<file path="src/rtl/seg7_scan_arb.sv">
// Two-requester, 4-digit multiplexed 7-segment driver. A round-robin arbiter admits
// one BCD word per frame, and the word is loaded only at the frame boundary.
module seg7_scan_arb #(
    parameter int SCAN_WAIT = 27_000,
    parameter int BLANK     = 270,
    parameter bit LZB       = 1'b1
) (
    input  logic        i_clk,
    input  logic        i_rst,
    input  logic        i_a_valid,
    input  logic [15:0] i_a_bcd,
    output logic        o_a_ready,
    input  logic        i_b_valid,
    input  logic [15:0] i_b_bcd,
    output logic        o_b_ready,
    output logic        o_owner,
    output logic        o_frame,
    output logic [7:0]  o_seg,
    output logic [3:0]  o_dig
);
    localparam int              CW       = $clog2(SCAN_WAIT);
    localparam logic [CW-1:0]   CNT_LAST = CW'(SCAN_WAIT - 1);

    typedef enum logic {
        PH_BLANK = 1'b0,
        PH_DRIVE = 1'b1
    } scan_phase_t;

    // Handshake: a word moves when valid and ready are both high in the same cycle.
    // Ready is raised only in the frame's last cycle, for at most one side.

    logic [CW-1:0] cnt_q, cnt_d;
    logic [1:0]    idx_q, idx_d;
    logic [15:0]   buf_q, buf_d;
    logic          owner_q, owner_d;
    logic          rr_q, rr_d;
    logic [7:0]    seg_q, seg_d;
    logic [3:0]    dig_q, dig_d;
    scan_phase_t   phase_d;
    logic          lz_d;
    logic [3:0]    nib_d;
    logic          frame_w;
    logic          grant_a;
    logic          grant_b;

    function automatic logic [7:0] seg_decode(input logic [3:0] n);
        case (n)
            4'd0:    return 8'hFC;
            4'd1:    return 8'h60;
            4'd2:    return 8'hDA;
            4'd3:    return 8'hF2;
            4'd4:    return 8'h66;
            4'd5:    return 8'hB6;
            4'd6:    return 8'hBE;
            4'd7:    return 8'hE0;
            4'd8:    return 8'hFE;
            4'd9:    return 8'hF6;
            default: return 8'h02;
        endcase
    endfunction

    // rr_q: 0 = A has priority on a tie, 1 = B.
    assign frame_w = (idx_q == 2'd3) && (cnt_q == CNT_LAST);
    assign grant_a = frame_w && !i_rst && i_a_valid && (!i_b_valid || !rr_q);
    assign grant_b = frame_w && !i_rst && i_b_valid && (!i_a_valid || rr_q);

    always_comb begin
        cnt_d   = (cnt_q == CNT_LAST) ? '0 : cnt_q + CW'(1);
        idx_d   = (cnt_q == CNT_LAST) ? idx_q + 2'd1 : idx_q;
        buf_d   = buf_q;
        owner_d = owner_q;
        rr_d    = rr_q;
        if (grant_a) begin
            buf_d   = i_a_bcd;
            owner_d = 1'b0;
            rr_d    = 1'b1;
        end else if (grant_b) begin
            buf_d   = i_b_bcd;
            owner_d = 1'b1;
            rr_d    = 1'b0;
        end

        // Outputs are built from next state so they line up with the cycle they appear in.
        phase_d = (int'(cnt_d) < BLANK) ? PH_BLANK : PH_DRIVE;
        case (idx_d)
            2'd1:    lz_d = LZB && (buf_d[15:4] == 12'h000);
            2'd2:    lz_d = LZB && (buf_d[15:8] == 8'h00);
            2'd3:    lz_d = LZB && (buf_d[15:12] == 4'h0);
            default: lz_d = 1'b0;
        endcase
        nib_d = buf_d[{idx_d, 2'b00} +: 4];
        seg_d = 8'h00;
        dig_d = 4'b1111;
        if (phase_d == PH_DRIVE && !lz_d) begin
            dig_d = ~(4'b0001 << idx_d);
            seg_d = seg_decode(nib_d);
        end
    end

    always_ff @(posedge i_clk) begin
        if (i_rst) begin
            cnt_q   <= '0;
            idx_q   <= 2'd0;
            buf_q   <= 16'h0000;
            owner_q <= 1'b0;
            rr_q    <= 1'b0;
            seg_q   <= 8'h00;
            dig_q   <= 4'b1111;
        end else begin
            cnt_q   <= cnt_d;
            idx_q   <= idx_d;
            buf_q   <= buf_d;
            owner_q <= owner_d;
            rr_q    <= rr_d;
            seg_q   <= seg_d;
            dig_q   <= dig_d;
        end
    end

    assign o_a_ready = grant_a;
    assign o_b_ready = grant_b;
    assign o_owner   = owner_q;
    assign o_frame   = frame_w;
    assign o_seg     = seg_q;
    assign o_dig     = dig_q;
endmodule

</file>
<file path="config.mk">
export PLATFORM = sky130hd
export DESIGN_NAME = seg7_scan_arb
export DESIGN_NICKNAME = d
export VERILOG_FILES = /design/src/rtl/seg7_scan_arb.sv
export SDC_FILE = /design/constraint.sdc
export NUM_CORES = 1
export LEC_CHECK = 0
export CELL_PAD_IN_SITES_DETAIL_PLACEMENT = 0
export CELL_PAD_IN_SITES_GLOBAL_PLACEMENT = 2
export CORE_MARGIN = 4
export CORE_UTILIZATION = 31
export CTS_CLUSTER_SIZE = 10
export DETAILED_ROUTE_END_ITERATION = 10
export GPL_TIMING_DRIVEN = 0
export PLACE_DENSITY = 0.92
export SLEW_MARGIN = 5
export SYNTH_ARGS = -nofsm -noshare
export SYNTH_HDL_FRONTEND = slang
export SYNTH_SLANG_ARGS = --single-unit
</file>
<file path="constraint.sdc">
create_clock -name i_clk -period 4.02 [get_ports i_clk]
set_input_delay 0.603 -clock i_clk [delete_from_list [all_inputs] [get_ports i_clk]]
set_output_delay 0.603 -clock i_clk [all_outputs]
set_load 0.05 [all_outputs]
</file>
==> metrics <==
pwr dens 252 nW/µm²; Flop pwr share 55.6%; critical path class register to primary output; drt drc 0; global-route wire length before repair 11,200 µm; Mapped Cells 294; worst-path fanout max 9; Critical Path Max Stage Delay 0.82 ns; clock skew 0.00511 ns; Least-Margin Pin Slew 0.832 ns; Post-synth ARST share 0%; initial antenna violation count 0; Slew Limit Fails 0; post-synthesis adder-cell area fraction 3.89%; hpwl dp 5190 µm; crit share post-route 90.5%; hold depth 1; Synth Area in Simple Gates 22.0%; Global Route Usage Sum 13.8%; setup bufs post-CTS 0; most frequent cells in the layout clkdlybuf4s50_1, dfxtp_1, nor2_1; Yosys cell types 60; fin crit period 3.64 ns; Comb power frac 9.9%; CTS max path bufs 2; # hold bufs at CTS 0; cells along the critical path ha_1 -> clkbuf_1 -> nand4_1 -> nor4_4 -> and2_1 -> clkdlybuf4s50_1; Compound-Gate Fraction of Synth Area 23.8%; Final #Nets 394; Die Ht 99.2 µm; Cell Int Power 626 µW; CP arrival 3.03 ns; largest family of logic cells by synthesized area compound AO/OA/AOI/OAI gates; TNS Setup 0 ns; xor/xnor share of the synthesized area 6.12%; largest net degree at the start of global routing 16; PortBufs 49; Worst setup EP type primary output; Final GP Congestion 0.818; vias per inst 5.18; commonest non-fill, non-tap cell in the layout clkdlybuf4s50_1; Ports 52; CTS Sinks 46; Initial Utilization 32.7%; WL final 6780 µm; status finished, final reports clean; Fin. Hold Viols 0; Hold EP cnt_q[0]$_SDFF_PP0_; full die area 9830 µm²; CTS tree built; Sw Pwr 202 µW; Cell Rows 32; Max Cap Viol 0; GR Overflow Total 0; CTS root buffer clkbuf_8; Final Util 41.6%; CP startpoint kind register; Fillers 817; P&R area growth vs syn 27.5%; CTS Buf Count 5; Worst VDD drop 0.000123 V; routed len/inst 15.0 µm; final number of setup-violating endpoints 0; Sw Ratio 24.4%; Avg Inst Size Synth 8.76 µm²; FMAX 275 MHz; mapped cell area 2580 µm²; Final ANT Viol Nets 0; mux contribution to synthesized area 3.16%; r2r worst-path depth 14; cts repair resizes 0; reg2reg start cnt_q[0]$_SDFF_PP0_; layout cells sized above 1 9.12%; highest-delay cell along the critical path clkdlybuf4s50_1; via count 2,348; worst reg2reg endpoint o_seg[6]$_SDFF_PP0_; relative slew slack 44.1%; Worst-Skew Late Latency 0.30 ns; CTS H-tree lvls 2; Syn. warnings 0; drt pass-1 iters 4; vias in the first global route 2,255; flop2flop setup slack 0.40 ns; register area share after synthesis 35.7%; Starting DRT DRC Count 99; Yosys reg bits 46; delay-heaviest family, CP buffers and inverters; n_diodes 0; Clk pwr share 34.5%; register clock-pin slew on the reported worst setup and hold paths 0.09 ns; Worst Hold Class register to register; syn_nets 338; die width 99.2 µm; WP data required 3.42 ns; Core ar. 7890 µm²; Buf/Inv on CP 2; Post-synth top flop dfxtp_1; worst hold start cnt_q[0]$_SDFF_PP0_; unrepaired setup endpoints after global routing false; Post-synth EDFFs 0; leakage 0.00119 µW
## power by group through the flow
stage | clock [µW] | combinational (µW) | sequential, µW
final | 286 | 81.9 | 460
after global routing | 314 | 88.0 | 461
after CTS | 299 | 82.2 | 460
after detailed placement | 0 | 81.4 | 471
after global placement | 0 | 80.8 | 471
after floorplan | 0 | 35.1 | 471
## logic make-up after synthesis
| logic type | Yosys count |
|---|---|
| compound gates | 79 |
| xor+xnor | 18 |
| fa+ha+maj | 8 |
| buf+inv | 28 |
| flops | 46 |
| mux | 6 |
| other cells | 1 |
| simple gates | 108 |
## cell type report
| type | instances | area [µm²] | area share (%) |
|---|---|---|---|
| buffer | 19 | 100 | 3.05 |
| clock buffer | 5 | 68.8 | 2.10 |
| clock inverter | 3 | 21.3 | 0.648 |
| inverter | 9 | 33.8 | 1.03 |
| multi-input combinational | 220 | 1520 | 46.3 |
| sequential | 46 | 921 | 28.0 |
| tap | 102 | 128 | 3.89 |
| timing repair buffer | 49 | 490 | 14.9 |
## through the flow
| stage | total power (µW) | setup WS [ns] | cell area, µm² | std cells | hold WS [ns] |
|---|---|---|---|---|---|
| 2_1_floorplan | 506 | 0.628 | 2580 | 294 | 0.452 |
| 3_3_place_gp | 552 | 0.218 | 3190 | 445 | 0.473 |
| 3_5_place_dp | 552 | 0.195 | 3190 | 445 | 0.481 |
| 4_1_cts | 842 | 0.345 | 3280 | 453 | 0.503 |
| 5_1_grt | 863 | 0.0804 | 3280 | 453 | 0.511 |
| 6_report | 828 | 0.383 | 3280 | 453 | 0.498 |
## synthesized netlist by cell type, types with 3 or more instances
master | instances | share of area (%)
dfxtp_1 | 46 | 36
nor2_1 | 41 | 6.0
nand2_1 | 16 | 2.3
clkbuf_1 | 13 | 1.9
xor2_1 | 11 | 3.7
o22ai_1 | 10 | 2.4
inv_1 | 9 | 1.3
nand3_1 | 9 | 1.7
o21ai_0 | 9 | 1.7
a21oi_1 | 8 | 1.6
ha_1 | 8 | 3.9
nand4_1 | 8 | 1.9
nor3_1 | 7 | 1.4
xnor2_1 | 7 | 2.4
a22oi_1 | 6 | 1.7
o22a_1 | 6 | 2.0
and2_1 | 5 | 1.2
o32ai_1 | 5 | 1.7
o21a_1 | 4 | 1.2
a22o_1 | 3 | 1.0
a31oi_1 | 3 | 0.73
a32o_1 | 3 | 1.2
and3_1 | 3 | 0.73
buf_6 | 3 | 1.3
mux2i_1 | 3 | 1.2
nand2b_1 | 3 | 0.73
nor4_1 | 3 | 0.73
o22ai_2 | 3 | 1.5
o31ai_1 | 3 | 0.87
## state kept, by name, summed over array words and instances, names as in the netlist
| signal | cells |
|---|---|
| buf_q | 16 |
| cnt_q | 15 |
| idx_q | 2 |
| o_dig | 4 |
| o_owner | 1 |
| o_seg | 7 |
| rr_q | 1 |
## worst max-delay path by stage
stage	start	end	cells past startpoint
6_report	cnt_q[0]$_SDFF_PP0_	o_a_ready	6
5_1_grt	cnt_q[0]$_SDFF_PP0_	o_seg[3]$_SDFF_PP0_	12
4_1_cts	cnt_q[0]$_SDFF_PP0_	o_a_ready	6
3_5_place_dp	i_rst	o_seg[3]$_SDFF_PP0_	11
3_3_place_gp	i_rst	o_seg[3]$_SDFF_PP0_	11
2_1_floorplan	cnt_q[3]$_SDFF_PP0_	o_seg[3]$_SDFF_PP0_	11
## per-layer routing
layer  vias to the layer above  GRT usage [%]  share of wire [%]
met3                         5           2.95                5.8
met1                      1104           17.7                 46
met4                         0           3.15               0.80
li1                       1188              -                  -
met5                         -              0                  0
met2                        51           23.9                 48
Note: power is estimated with default switching activity, not from simulation.
